==> src/rtl/mmio_cmd_pkg.sv <==
// Register map offsets, STATUS bit positions and CTRL bit positions shared
// by the MMIO command queue and its bench.
package mmio_cmd_pkg;

  // Register offsets from the window base
  localparam int unsigned OFF_CMD    = 32'h00;
  localparam int unsigned OFF_PARAM0 = 32'h04;
  localparam int unsigned OFF_STATUS = 32'h40;
  localparam int unsigned OFF_RET    = 32'h44;
  localparam int unsigned OFF_CTRL   = 32'h48;

  // STATUS bit positions
  localparam int unsigned ST_BUSY        = 0;
  localparam int unsigned ST_CMD_FULL    = 1;
  localparam int unsigned ST_RET_EMPTY   = 2;
  localparam int unsigned ST_CMD_OVF     = 3;
  localparam int unsigned ST_RET_OVF     = 4;
  localparam int unsigned ST_RET_UDF     = 5;
  localparam int unsigned ST_CMD_CNT_LSB = 8;
  localparam int unsigned ST_RET_CNT_LSB = 16;
  localparam int unsigned ST_CNT_W       = 8;

  // CTRL bit positions
  localparam int unsigned CTRL_CLEAR_BIT = 0;
  localparam int unsigned CTRL_FLUSH_BIT = 1;

  // Offset of PARAM register k
  function automatic int unsigned param_off(input int unsigned k);
    return OFF_PARAM0 + 4 * k;
  endfunction

endpackage

==> src/rtl/mmio_cmd_queue_if.sv <==
// Aquila device-bus slave port of the MMIO command queue.
//   S_DEVICE_strobe_i      single-cycle request
//   S_DEVICE_addr_i        byte address
//   S_DEVICE_rw_i          1=write, 0=read
//   S_DEVICE_byte_enable_i write byte lanes
//   S_DEVICE_data_i        write data
//   S_DEVICE_ready_o       completion pulse, one cycle after strobe
//   S_DEVICE_data_o        registered read data
interface mmio_cmd_queue_if #(
  parameter int unsigned XLEN         = 32,
  parameter int unsigned BUF_ADDR_LEN = 32
);
  localparam int unsigned BE_W = XLEN / 8;

  logic                    S_DEVICE_strobe_i;
  logic [BUF_ADDR_LEN-1:0] S_DEVICE_addr_i;
  logic                    S_DEVICE_rw_i;
  logic [BE_W-1:0]         S_DEVICE_byte_enable_i;
  logic [XLEN-1:0]         S_DEVICE_data_i;
  logic                    S_DEVICE_ready_o;
  logic [XLEN-1:0]         S_DEVICE_data_o;

  modport master (
    output S_DEVICE_strobe_i, S_DEVICE_addr_i, S_DEVICE_rw_i,
           S_DEVICE_byte_enable_i, S_DEVICE_data_i,
    input  S_DEVICE_ready_o, S_DEVICE_data_o
  );

  modport slave (
    input  S_DEVICE_strobe_i, S_DEVICE_addr_i, S_DEVICE_rw_i,
           S_DEVICE_byte_enable_i, S_DEVICE_data_i,
    output S_DEVICE_ready_o, S_DEVICE_data_o
  );
endinterface

==> src/rtl/sync_fifo.sv <==
// Synchronous first-word-fall-through FIFO with flush.
//   clk_i, rst_i  clock, synchronous active-low reset
//   i_push/i_din  write request and data (ignored when full unless popping)
//   i_pop         read request (ignored when empty)
//   i_flush       empties the FIFO, overriding push and pop
//   o_dout_c      head entry, zero while empty
//   o_full_c      FIFO full
//   o_empty_c     FIFO empty
//   o_count       number of stored entries
module sync_fifo #(
  parameter int unsigned WIDTH = 32,
  parameter int unsigned DEPTH = 4
) (
  input  logic                     clk_i,
  input  logic                     rst_i,
  input  logic                     i_push,
  input  logic                     i_pop,
  input  logic                     i_flush,
  input  logic [WIDTH-1:0]         i_din,
  output logic [WIDTH-1:0]         o_dout_c,
  output logic                     o_full_c,
  output logic                     o_empty_c,
  output logic [$clog2(DEPTH):0]   o_count
);

  localparam int unsigned PTR_W = $clog2(DEPTH);
  localparam int unsigned CNT_W = PTR_W + 1;

  logic [WIDTH-1:0] r_mem [DEPTH];
  logic [PTR_W-1:0] r_wr_ptr;
  logic [PTR_W-1:0] r_rd_ptr;
  logic [CNT_W-1:0] r_count;

  logic w_do_pop;
  logic w_do_push;

  assign o_full_c  = (r_count == CNT_W'(DEPTH));
  assign o_empty_c = (r_count == '0);
  assign o_count   = r_count;
  assign o_dout_c  = o_empty_c ? '0 : r_mem[r_rd_ptr];

  // A pop frees a slot in the same cycle, so a full FIFO still accepts a push
  assign w_do_pop  = i_pop && !o_empty_c && !i_flush;
  assign w_do_push = i_push && (!o_full_c || w_do_pop) && !i_flush;

  // Pointer and occupancy tracking; pointers wrap modulo DEPTH
  always_ff @(posedge clk_i) begin
    if (!rst_i || i_flush) begin
      r_wr_ptr <= '0;
      r_rd_ptr <= '0;
      r_count  <= '0;
    end else begin
      if (w_do_push) r_wr_ptr <= r_wr_ptr + PTR_W'(1);
      if (w_do_pop)  r_rd_ptr <= r_rd_ptr + PTR_W'(1);
      r_count <= r_count + CNT_W'(w_do_push) - CNT_W'(w_do_pop);
    end
  end

  // Storage array
  always_ff @(posedge clk_i) begin
    if (w_do_push) r_mem[r_wr_ptr] <= i_din;
  end

endmodule

==> src/rtl/mmio_cmd_queue.sv <==
// MMIO command queue between the Aquila device bus and the TPU.
// CMD writes push {opcode, PARAM snapshot} into a command FIFO drained to the
// TPU by valid/ready; TPU results land in a return FIFO popped by RET reads.
//   clk_i, rst_i        clock, synchronous active-low reset
//   s_device            device-bus slave port (mmio_cmd_queue_if.slave)
//   cmd_valid_o         command FIFO not empty
//   cmd_ready_i         TPU accepts the head command
//   cmd_o               head opcode
//   cmd_params_o        head parameter snapshot, param k at [k*DATA_WIDTH +: DATA_WIDTH]
//   ret_valid_i         result strobe (no backpressure)
//   ret_data_i          result data
//   tpu_busy_i          TPU busy, reflected in STATUS
module mmio_cmd_queue
  import mmio_cmd_pkg::*;
#(
  parameter int unsigned                XLEN         = 32,
  parameter int unsigned                BUF_ADDR_LEN = 32,
  parameter logic [BUF_ADDR_LEN-1:0]    BASE_ADDR    = BUF_ADDR_LEN'(32'hC4000000),
  parameter int unsigned                ACLEN        = 8,
  parameter int unsigned                DATA_WIDTH   = 32,
  parameter int unsigned                NUM_PARAMS   = 4,
  parameter int unsigned                CMD_DEPTH    = 4,
  parameter int unsigned                RET_DEPTH    = 4
) (
  input  logic                             clk_i,
  input  logic                             rst_i,
  mmio_cmd_queue_if.slave                  s_device,
  output logic                             cmd_valid_o,
  input  logic                             cmd_ready_i,
  output logic [ACLEN-1:0]                 cmd_o,
  output logic [NUM_PARAMS*DATA_WIDTH-1:0] cmd_params_o,
  input  logic                             ret_valid_i,
  input  logic [DATA_WIDTH-1:0]            ret_data_i,
  input  logic                             tpu_busy_i
);

  localparam int unsigned PARAMS_W  = NUM_PARAMS * DATA_WIDTH;
  localparam int unsigned CMD_W     = ACLEN + PARAMS_W;
  localparam int unsigned CMD_CNT_W = $clog2(CMD_DEPTH) + 1;
  localparam int unsigned RET_CNT_W = $clog2(RET_DEPTH) + 1;

  // Bus decode
  logic [BUF_ADDR_LEN-1:0] w_off;
  logic                    w_wr;
  logic                    w_rd;
  logic                    w_sel_cmd;
  logic                    w_sel_status;
  logic                    w_sel_ret;
  logic                    w_sel_ctrl;
  logic [NUM_PARAMS-1:0]   w_sel_param;

  // Registers
  logic [NUM_PARAMS-1:0][DATA_WIDTH-1:0] r_param;
  logic [NUM_PARAMS-1:0][DATA_WIDTH-1:0] w_param_nxt;
  logic                                  r_ready;
  logic [XLEN-1:0]                       r_rdata;
  logic                                  r_cmd_ovf;
  logic                                  r_ret_ovf;
  logic                                  r_ret_udf;

  // FIFO control and status
  logic                  w_clear;
  logic                  w_flush;
  logic                  w_cmd_push;
  logic                  w_cmd_pop;
  logic [CMD_W-1:0]      w_cmd_din;
  logic [CMD_W-1:0]      w_cmd_dout;
  logic                  w_cmd_full;
  logic                  w_cmd_empty;
  logic [CMD_CNT_W-1:0]  w_cmd_count;
  logic                  w_ret_rd;
  logic                  w_ret_pop;
  logic [DATA_WIDTH-1:0] w_ret_dout;
  logic                  w_ret_full;
  logic                  w_ret_empty;
  logic [RET_CNT_W-1:0]  w_ret_count;
  logic                  w_cmd_ovf;
  logic                  w_ret_ovf;
  logic                  w_ret_udf;
  logic [XLEN-1:0]       w_status;
  logic [XLEN-1:0]       w_rdata;

  assign w_off        = s_device.S_DEVICE_addr_i - BASE_ADDR;
  assign w_wr         = s_device.S_DEVICE_strobe_i && s_device.S_DEVICE_rw_i;
  assign w_rd         = s_device.S_DEVICE_strobe_i && !s_device.S_DEVICE_rw_i;
  assign w_sel_cmd    = (w_off == BUF_ADDR_LEN'(OFF_CMD));
  assign w_sel_status = (w_off == BUF_ADDR_LEN'(OFF_STATUS));
  assign w_sel_ret    = (w_off == BUF_ADDR_LEN'(OFF_RET));
  assign w_sel_ctrl   = (w_off == BUF_ADDR_LEN'(OFF_CTRL));

  // PARAM register selects
  always_comb begin
    w_sel_param = '0;
    for (int unsigned k = 0; k < NUM_PARAMS; k++) begin
      w_sel_param[k] = (w_off == BUF_ADDR_LEN'(param_off(k)));
    end
  end

  // Byte-merged PARAM update; lanes beyond DATA_WIDTH fall outside the loop
  always_comb begin
    w_param_nxt = r_param;
    if (w_wr) begin
      for (int unsigned k = 0; k < NUM_PARAMS; k++) begin
        if (w_sel_param[k]) begin
          for (int unsigned b = 0; b < DATA_WIDTH; b++) begin
            if (s_device.S_DEVICE_byte_enable_i[b/8]) begin
              w_param_nxt[k][b] = s_device.S_DEVICE_data_i[b];
            end
          end
        end
      end
    end
  end

  // CTRL decode
  assign w_clear = w_wr && w_sel_ctrl && s_device.S_DEVICE_data_i[CTRL_CLEAR_BIT];
  assign w_flush = w_wr && w_sel_ctrl && s_device.S_DEVICE_data_i[CTRL_FLUSH_BIT];

  // Command FIFO: the snapshot uses the registered PARAMs, i.e. pre-write values
  assign w_cmd_push = w_wr && w_sel_cmd;
  assign w_cmd_pop  = cmd_valid_o && cmd_ready_i;
  assign w_cmd_din  = {s_device.S_DEVICE_data_i[ACLEN-1:0], r_param};

  sync_fifo #(
    .WIDTH (CMD_W),
    .DEPTH (CMD_DEPTH)
  ) u_cmd_fifo (
    .clk_i     (clk_i),
    .rst_i     (rst_i),
    .i_push    (w_cmd_push),
    .i_pop     (w_cmd_pop),
    .i_flush   (w_flush),
    .i_din     (w_cmd_din),
    .o_dout_c  (w_cmd_dout),
    .o_full_c  (w_cmd_full),
    .o_empty_c (w_cmd_empty),
    .o_count   (w_cmd_count)
  );

  assign cmd_valid_o  = !w_cmd_empty;
  assign cmd_o        = w_cmd_dout[CMD_W-1 -: ACLEN];
  assign cmd_params_o = w_cmd_dout[PARAMS_W-1:0];

  // Return FIFO: a RET read pops only when something is there
  assign w_ret_rd  = w_rd && w_sel_ret;
  assign w_ret_pop = w_ret_rd && !w_ret_empty;

  sync_fifo #(
    .WIDTH (DATA_WIDTH),
    .DEPTH (RET_DEPTH)
  ) u_ret_fifo (
    .clk_i     (clk_i),
    .rst_i     (rst_i),
    .i_push    (ret_valid_i),
    .i_pop     (w_ret_pop),
    .i_flush   (w_flush),
    .i_din     (ret_data_i),
    .o_dout_c  (w_ret_dout),
    .o_full_c  (w_ret_full),
    .o_empty_c (w_ret_empty),
    .o_count   (w_ret_count)
  );

  // Error events; a same-cycle pop makes room, a flush discards the push
  assign w_cmd_ovf = w_cmd_push && w_cmd_full && !w_cmd_pop && !w_flush;
  assign w_ret_ovf = ret_valid_i && w_ret_full && !w_ret_pop && !w_flush;
  assign w_ret_udf = w_ret_rd && w_ret_empty;

  // STATUS image
  always_comb begin
    w_status                                = '0;
    w_status[ST_BUSY]                       = tpu_busy_i || cmd_valid_o;
    w_status[ST_CMD_FULL]                   = w_cmd_full;
    w_status[ST_RET_EMPTY]                  = w_ret_empty;
    w_status[ST_CMD_OVF]                    = r_cmd_ovf;
    w_status[ST_RET_OVF]                    = r_ret_ovf;
    w_status[ST_RET_UDF]                    = r_ret_udf;
    w_status[ST_CMD_CNT_LSB +: ST_CNT_W]    = ST_CNT_W'(w_cmd_count);
    w_status[ST_RET_CNT_LSB +: ST_CNT_W]    = ST_CNT_W'(w_ret_count);
  end

  // Read mux; write-only and unmapped offsets read as zero
  always_comb begin
    w_rdata = '0;
    if (w_sel_status) w_rdata = w_status;
    if (w_sel_ret)    w_rdata = XLEN'(w_ret_dout);
    for (int unsigned k = 0; k < NUM_PARAMS; k++) begin
      if (w_sel_param[k]) w_rdata = XLEN'(r_param[k]);
    end
  end

  // Register state, bus response and sticky flags (new errors beat a clear)
  always_ff @(posedge clk_i) begin
    if (!rst_i) begin
      r_param   <= '0;
      r_ready   <= 1'b0;
      r_rdata   <= '0;
      r_cmd_ovf <= 1'b0;
      r_ret_ovf <= 1'b0;
      r_ret_udf <= 1'b0;
    end else begin
      r_param   <= w_param_nxt;
      r_ready   <= s_device.S_DEVICE_strobe_i;
      if (w_rd) r_rdata <= w_rdata;
      r_cmd_ovf <= (r_cmd_ovf && !w_clear) || w_cmd_ovf;
      r_ret_ovf <= (r_ret_ovf && !w_clear) || w_ret_ovf;
      r_ret_udf <= (r_ret_udf && !w_clear) || w_ret_udf;
    end
  end

  assign s_device.S_DEVICE_ready_o = r_ready;
  assign s_device.S_DEVICE_data_o  = r_rdata;

endmodule

==> src/flat_wrapper.sv <==
// flat-port wrapper written by rule: the top's interface ports become plain ports
module mmio_cmd_queue_flat import mmio_cmd_pkg::*;
#(
  parameter int unsigned                XLEN         = 32,
  parameter int unsigned                BUF_ADDR_LEN = 32,
  parameter logic [BUF_ADDR_LEN-1:0]    BASE_ADDR    = BUF_ADDR_LEN'(32'hC4000000),
  parameter int unsigned                ACLEN        = 8,
  parameter int unsigned                DATA_WIDTH   = 32,
  parameter int unsigned                NUM_PARAMS   = 4,
  parameter int unsigned                CMD_DEPTH    = 4,
  parameter int unsigned                RET_DEPTH    = 4
)
  (clk_i, rst_i, cmd_valid_o, cmd_ready_i, cmd_o, cmd_params_o, ret_valid_i, ret_data_i, tpu_busy_i, s_device_S_DEVICE_strobe_i, s_device_S_DEVICE_addr_i, s_device_S_DEVICE_rw_i, s_device_S_DEVICE_byte_enable_i, s_device_S_DEVICE_data_i, s_device_S_DEVICE_ready_o, s_device_S_DEVICE_data_o);
  mmio_cmd_queue_if #(.XLEN(XLEN), .BUF_ADDR_LEN(BUF_ADDR_LEN)) s_device_i ();
  input  logic clk_i;
  input  logic rst_i;
  output logic cmd_valid_o;
  input  logic cmd_ready_i;
  output logic [ACLEN-1:0] cmd_o;
  output logic [NUM_PARAMS*DATA_WIDTH-1:0] cmd_params_o;
  input  logic ret_valid_i;
  input  logic [DATA_WIDTH-1:0] ret_data_i;
  input  logic tpu_busy_i;
  input wire logic [$bits(s_device_i.S_DEVICE_strobe_i)-1:0] s_device_S_DEVICE_strobe_i;
  input wire logic [$bits(s_device_i.S_DEVICE_addr_i)-1:0] s_device_S_DEVICE_addr_i;
  input wire logic [$bits(s_device_i.S_DEVICE_rw_i)-1:0] s_device_S_DEVICE_rw_i;
  input wire logic [$bits(s_device_i.S_DEVICE_byte_enable_i)-1:0] s_device_S_DEVICE_byte_enable_i;
  input wire logic [$bits(s_device_i.S_DEVICE_data_i)-1:0] s_device_S_DEVICE_data_i;
  output wire logic [$bits(s_device_i.S_DEVICE_ready_o)-1:0] s_device_S_DEVICE_ready_o;
  output wire logic [$bits(s_device_i.S_DEVICE_data_o)-1:0] s_device_S_DEVICE_data_o;
  assign s_device_i.S_DEVICE_strobe_i = s_device_S_DEVICE_strobe_i;
  assign s_device_i.S_DEVICE_addr_i = s_device_S_DEVICE_addr_i;
  assign s_device_i.S_DEVICE_rw_i = s_device_S_DEVICE_rw_i;
  assign s_device_i.S_DEVICE_byte_enable_i = s_device_S_DEVICE_byte_enable_i;
  assign s_device_i.S_DEVICE_data_i = s_device_S_DEVICE_data_i;
  assign s_device_S_DEVICE_ready_o = s_device_i.S_DEVICE_ready_o;
  assign s_device_S_DEVICE_data_o = s_device_i.S_DEVICE_data_o;
  mmio_cmd_queue #(.XLEN(XLEN), .BUF_ADDR_LEN(BUF_ADDR_LEN), .BASE_ADDR(BASE_ADDR), .ACLEN(ACLEN), .DATA_WIDTH(DATA_WIDTH), .NUM_PARAMS(NUM_PARAMS), .CMD_DEPTH(CMD_DEPTH), .RET_DEPTH(RET_DEPTH)) u_core (.clk_i(clk_i), .rst_i(rst_i), .s_device(s_device_i), .cmd_valid_o(cmd_valid_o), .cmd_ready_i(cmd_ready_i), .cmd_o(cmd_o), .cmd_params_o(cmd_params_o), .ret_valid_i(ret_valid_i), .ret_data_i(ret_data_i), .tpu_busy_i(tpu_busy_i));
endmodule
==> config.mk <==
export PLATFORM = sky130hd
export DESIGN_NAME = mmio_cmd_queue_flat
export DESIGN_NICKNAME = d
export VERILOG_FILES = /design/src/rtl/mmio_cmd_pkg.sv /design/src/rtl/mmio_cmd_queue_if.sv /design/src/rtl/sync_fifo.sv /design/src/rtl/mmio_cmd_queue.sv /design/src/flat_wrapper.sv
export SDC_FILE = /design/constraint.sdc
export NUM_CORES = 1
export LEC_CHECK = 0
export BUFFER_PORTS_ARGS = -buffer_cell sky130_fd_sc_hd__buf_2
export CAP_MARGIN = 5
export CORE_ASPECT_RATIO = 0.8
export CORE_MARGIN = 3
export CORE_UTILIZATION = 56
export CTS_BUF_LIST = sky130_fd_sc_hd__clkbuf_2 sky130_fd_sc_hd__clkbuf_4 sky130_fd_sc_hd__clkbuf_8
export DETAILED_ROUTE_END_ITERATION = 10
export HOLD_SLACK_MARGIN = 0.03
export PLACE_DENSITY = 0.74
export SETUP_SLACK_MARGIN = 0.15
export SYNTH_ARGS = -nofsm -noshare
export SYNTH_HDL_FRONTEND = slang
export SYNTH_SLANG_ARGS = --single-unit
==> constraint.sdc <==
create_clock -name clk_i -period 9.1 [get_ports clk_i]
set_input_delay 1.82 -clock clk_i [delete_from_list [all_inputs] [get_ports clk_i]]
set_output_delay 1.82 -clock clk_i [all_outputs]
set_load 0.05 [all_outputs]
; ---- Word level (Yosys, flattened, before mapping)
; Memory sizes are Yosys's and may differ from the RTL's. A register that Yosys moved wholly into a read port is not among the register bits.
; Index checks and enable logic that the tools add are counted.
[word_totals]
register_bits = 178
mem_bits_rw = 672
inputBits = 107
out_inout_bits = 170
word_cells = 126
memories = 2
[op_classes]
addsub = 9
eq_ne = 9
n_mux = 16
n_reduce_logical = 63
[memory_table]
columns = name, words, word_bits, rd, rd_clocked_by_memory_dff, wr, line
row1 = u_core.u_cmd_fifo.r_mem, 4, 136, 1, 1, 1, sync_fifo.sv:29  ; logic [WIDTH-1:0] r_mem [DEPTH];
row2 = u_core.u_ret_fifo.r_mem, 4, 32, 1, 1, 1, sync_fifo.sv:29
[ops]
columns = cell, count
row1 = 2-to-1 mux 32 bit, 6
row2 = 2-to-1 mux 136 bit, 1
row3 = "equality test 32 x 7 -> 1 bit, second input constant", 3
row4 = "equality test 32 x 4 -> 1 bit, second input constant", 2
row5 = AND reduction 3 bit, 16
row6 = "equality test 32 x 3 -> 1 bit, second input constant", 1
row7 = "equality test 32 x 5 -> 1 bit, second input constant", 1
row8 = logical NOT 32 bit, 1
row9 = "subtractor 32 bit, second input constant", 1
row10 = logical AND 1 bit, 27
row11 = 2-to-1 mux 19 bit, 1
row12 = logical NOT 1 bit, 10
row13 = "adder 2 x 1 -> 2 bit, second input constant", 4
row14 = 2-to-1 mux 2 bit, 4
row15 = logical OR 1 bit, 7
row16 = adder 3 x 1 -> 3 bit, 2
row17 = "equality test 3 bit, second input constant", 2
row18 = logical NOT 3 bit, 2
row19 = subtractor 3 x 1 -> 3 bit, 2
row20 = 2-to-1 mux 1 bit, 4

; ---- Depth between registers and ports, before layout
[logic_depth]
ltp_word = 11
ltp_mapped = 14
depth_no_buf = 12

; ---- By module
; From an unflattened synthesis, not the netlist that was laid out.
[unflattened]
hier_cells = 2021
area_unflattened_um2 = 33872.5
[modules_own_cells]
columns = module, instances, cells_each, area_per_inst_um2, seq_area_each_um2
row1 = sync_fifo at u_core.u_cmd_fifo, 1, 917, 20988.9, 16515.8
row2 = mmio_cmd_queue, 1, 849, 7554.7, 3283.1
row3 = sync_fifo at u_core.u_ret_fifo, 1, 255, 5328.9, 4023.9

; ---- Worst setup path before layout
; OpenSTA, ideal clock, no wires.
[synth_path]
path_kind = in2reg
startpoint = input s_device_S_DEVICE_addr_i[10]
endpoint = memory u_core.u_cmd_fifo.r_mem[0][0] (netlist bit), enable pin
setup_ps = 511
arrival_time_ps = 6303
required_time_ps = 8589
path_slack_ps = 2286
cell_stages = 5
path_buffers = 1
cell_sequence = nor4_2 -> nand4_2 -> buf_2 -> nor4_4 -> and2_1
[synth_via]
elab_chain_len = 11
elab_cells_between_ends = 13
classes_between = add/sub: 1 / eq/ne: 1 / mux: 2 / reduce/logical: 9
[synth_rtl]
columns = item, line
row1 = "start, declared", flat_wrapper.sv:25  ; input wire logic [$bits(s_device_i.S_DEVICE_addr_i)-1:0] s_device_S_DEVICE_addr_i;
row2 = subtractor 32 bit *, mmio_cmd_queue.sv:83  ; assign w_off = s_device.S_DEVICE_addr_i - BASE_ADDR;
row3 = equality test 32 x 7 -> 1 bit, mmio_cmd_queue.sv:89  ; assign w_sel_ctrl = (w_off == BUF_ADDR_LEN'(OFF_CTRL));
row4 = logical AND 1 bit (2 in a row), mmio_cmd_queue.sv:117  ; assign w_flush = w_wr && w_sel_ctrl && s_device.S_DEVICE_data_i[CTRL_FLUSH_BIT];
row5 = logical NOT 1 bit, "sync_fifo.sv:43, sync_fifo.sv:44"
row6 = logical AND 1 bit, sync_fifo.sv:43  ; assign w_do_pop = i_pop && !o_empty_c && !i_flush;
row7 = logical OR 1 bit, sync_fifo.sv:44  ; assign w_do_push = i_push && (!o_full_c || w_do_pop) && !i_flush;
row8 = logical AND 1 bit, sync_fifo.sv:44
row9 = logical AND 1 bit *, sync_fifo.sv:44
row10 = 2-to-1 mux 1 bit *, sync_fifo.sv:61  ; if (w_do_push) r_mem[r_wr_ptr] <= i_din;
row11 = 2-to-1 mux 1 bit (implied by the code) *, sync_fifo.sv:61
row12 = "end, declared", sync_fifo.sv:29
; Every way passes the cells marked *; elsewhere a longest branch is shown, timed or not.

==> metrics.sh <==
SYNTHMUXAREASHARE_PCT=13.8
LAYOUT.AREA.SEQ_SQ_UM=23800
GRT_SETUP_UNREPAIRED='false'
YOSYS.AREA_SHARE.ADDER_PCT=0.557
REGTOREGSETUPSLACK_NS=5.87
CRITICAL_PATH.REG2REG.STARTPOINT='u_core.u_cmd_fifo.o_count[1]'
FMAX_GHz=0.187
FINAL-HOLD-VIOLATION-COUNT=0
POST-ROUTE-MIN-PERIOD_NS=5.35
POWER.LEAKAGE_nW=11.3
TIMING.CRITICAL_PATH.TO_TYPE='primary output'
IR_WORST_VDD_mV=0.226
GR-TOTAL-OVERFLOW=0
CRITICAL_PATH_ARRIVAL_NS=3.53
MIN_TO='u_core.r_cmd_ovf'
FINAL-SETUP-VIOL-COUNT=0
SYNTHCELLS=1994
LAYOUT.CELLS.MOST_COMMON_LIST='edfxtp_1, buf_2, dfxtp_1'
SETUP_SKEW_NS=0.0350
STATUS='complete, no violations'
TIMING.REG2REG.WORST_PATH_DEPTH=5
POST_ROUTE_FRACTION_OF_THE_PERIOD_CONSUMED_BY_THE_CRITICAL_PATH_PCT=58.8
HP-START='u_core.r_cmd_ovf'
CLKSLEWWORSTSETUPHOLDPATHS_NS=0.06
SYNTH_FP_NETS=2115
TIGHTEST_SLEW_NS=1.32
FINAL_CELL_COUNT_NO_FILL=3192
TRITONCTS.NUM_BUFFERS=132
NNETSFINAL=2425
SYNTH-SIMPLE-AREA-SHARE_PCT=10.3
MIN-DELAY-PATH-CLASS='reg -> reg'
YS_FF_LATCH=854
SYN-MEAN-INSTANCE-AREA_SQ_UM=17.1
DESIGN.DIE.AREA_SQ_UM=64000
ROUTE.VIAS.TOTAL=20000
SYNTH_FF_TYPE='edfxtp_1'
ROUTEDWLPERCELL_UM=26.6
GRT_START_MAX_NET_PINS=97
ANTENNA_LEFT=0
FINAL_TOTAL_POWER_mW=11.0
FINAL_COMMON_CELL='edfxtp_1'
PWR_DENSITY_CELL_nW_PER_UM2=282
CRITICAL_PATH.MAX_FANOUT=41
SLEW_VIOLATIONS=0
CTS_RESIZED=0
AVGVIACOUNTPERCELL=6.26
ROOT_BUFFER_CELL='clkbuf_8'
TIMING_WORST_SETUP_PATH_TYPE='reg -> out'
GRT_UTIL_ALL_LAYERS_PCT=27.0
MULTI_INPUT_COMB_AREA_SQ_UM=9810
IOPINCOUNT=277
STANDARD_CELL_CORE_AREA_SQ_UM=60000
ANTENNA_VIOLATIONS_BEFORE_REPAIR=12
PORT_BUFFERS=276
HTREE_LEVELS=4
FINALWEIGHTEDCONGESTION=0.926
FILLERINSTANCES=4064
DRT-PASS1-ITER-COUNT=6
DRT_DRC_VIOLATIONS_LEFT=0
WORSTPATHREQUIRED_NS=7.28
YOSYS_WARNINGS=0
SYNTH_TOP_CELLS_BY_AREA='edfxtp_1, mux4_2, dfxtp_1, and2_1, mux2i_1'
HOLDPATHSTAGES=2
LAYOUT-DRIVE-GT1-SHARE_PCT=31.3
SYNTH_TOP_AREA_SHARE_PCT=59.1
MAX_SLEW_MARGIN_PCT=12.0
DRT-INITIAL-DRC-COUNT=2585
HOLD_BUFFERS=0
SYNTH_COMPOUND_GATE_AREA_SHARE_PCT=3.76
FLOORPLAN.DIE.HEIGHT_UM=227
SEQ_AREA_FRAC_SYNTH_PCT=69.8
FIRST_GLOBAL_VIAS=19600
TIMING.SETUP.TNS_NS=0
YOSYS.AREA_SHARE.XOR_XNOR_PCT=0.205
DETAILEDPLACEMENTHPWL_MM=56.2
SYNTH-EDFF-COUNT=672
INITIAL_UTILIZATION_PCT=56.9
SYN2LAYOUT_AREA_GROWTH_PCT=14.4
HOLD_WS_NS=0.501
ROW_COUNT=80
CTS_SETUP_BUFFERS=0
TIMING.CRITICAL_PATH.FROM_TYPE='register'
MAX-CAP-VIOLATIONS=0
NUMCLOCKSINKS=854
ROUTED_WIRELENGTH_MM=84.9
CELL_AREA_SYNTH_SQ_UM=34100
CLK_LATENCY_NS=0.78
YS_ASYNC_SR_FRACTION_PCT=0
LAYOUT.CORE_UTILIZATION_PCT=65.1
R2R_END='u_core.u_cmd_fifo.r_mem[0][3]'
GLOBAL_ROUTE_WIRE_LENGTH_BEFORE_REPAIR_MM=125
POST-PLACE-CELLS=2949
MAX-CLOCK-PATH-BUFFERS=3
TRITONCTS='built'
NETLIST-CELL-TYPE-COUNT=62
LARGEST_FAMILY_OF_LOGIC_CELLS_BY_SYNTHESIZED_AREA='multiplexers'
SYNTHDOMINANTAREACELLTYPE='edfxtp_1'
DIE_W_UM=282
[cell families (layout without fill, tap and decap cells)]
| family | Yosys count | after routing |
|---|---|---|
| other cells | 0 | 5 |
| compound gates | 174 | 174 |
| buf+inv | 142 | 556 |
| xor+xnor | 8 | 8 |
| fa+ha+maj | 14 | 14 |
| simple gates | 543 | 543 |
| mux | 259 | 259 |
| flops | 854 | 854 |
[Yosys cell counts, types with 10 or more instances]
| cell type | instances |
|---|---|
| clkbuf_1 | 97 |
| and3_1 | 12 |
| inv_1 | 14 |
| a221oi_1 | 23 |
| ha_1 | 12 |
| edfxtp_1 | 672 |
| nand4b_1 | 51 |
| nand4_1 | 46 |
| a21boi_0 | 44 |
| mux4_2 | 168 |
| mux2i_1 | 91 |
| a32oi_1 | 22 |
| o21ai_0 | 14 |
| buf_1 | 20 |
| dfxtp_1 | 182 |
| nand2_1 | 106 |
| and2_1 | 149 |
| nor2b_1 | 90 |
| o21ai_1 | 24 |
| nand3_1 | 13 |
| nor2_1 | 15 |
| buf_2 | 10 |
[through the flow]
step | worst slack, ns | area (sq um)
after floorplan | 2.29 | 34100
after global placement | 3.32 | 36300
after detailed placement | 3.18 | 36300
after CTS | 3.60 | 39000
after global routing | 3.45 | 39000
final | 3.75 | 39000
[worst max-delay path, stage by stage (launching register included)]
cell and delay (ns):
dfxtp_4 0.90, buf_4 0.77, mux4_2 0.64, and2_1 0.19, buf_2 0.21
[sequential cells by signal (all words and copies together), names as in the netlist, 3 cells and up, named ones only]
register and flops:
u_core.u_cmd_fifo.r_mem 544, u_core.r_param 128, u_core.u_ret_fifo.r_mem 128, u_core.s_device.S_DEVICE_data_o 32
u_core.u_cmd_fifo.o_count 3, u_core.u_ret_fifo.o_count 3
[cell type report]
type                       count  share of cell area [%]
inverter                      14                   0.135
sequential                   854                    61.1
antenna                        5                  0.0321
timing repair buffer         304                    4.12
multi-input combinational    998                    25.1
tap                          779                    2.50
clock inverter                37                   0.728
clock buffer                 201                    6.29
[layer usage]
metal,vias up,wire (um),global-route usage [%]
met5,-,84,0
met4,14,2080,9.15
met3,152,9610,7.85
met2,1143,38200,39.1
met1,10200,34900,39.6
li1,8518,-,-
[worst max path at each step]
stage / start / to / slack [ns] / cells after the start
after global placement: s_device_S_DEVICE_addr_i[15] / u_core.u_cmd_fifo.r_mem[3][47] / 3.32 / 6
after CTS: register / cmd_params_o[42] / 3.60 / 4
final: register / cmd_params_o[42] / 3.75 / 4
after global routing: register / cmd_params_o[42] / 3.45 / 4
after floorplan: s_device_S_DEVICE_addr_i[10] / u_core.u_cmd_fifo.r_mem[0][0] / 2.29 / 5
after detailed placement: s_device_S_DEVICE_addr_i[15] / u_core.u_cmd_fifo.r_mem[3][38] / 3.18 / 6
[power breakdown]
| group | internal, mW | total [mW] | switching (mW) |
|---|---|---|---|
| Clock | 1.81 | 3.25 | 1.44 |
| Sequential | 4.24 | 4.32 | 0.0809 |
| Combinational | 0.826 | 3.42 | 2.60 |
Note: power is estimated with default switching activity, not from simulation.
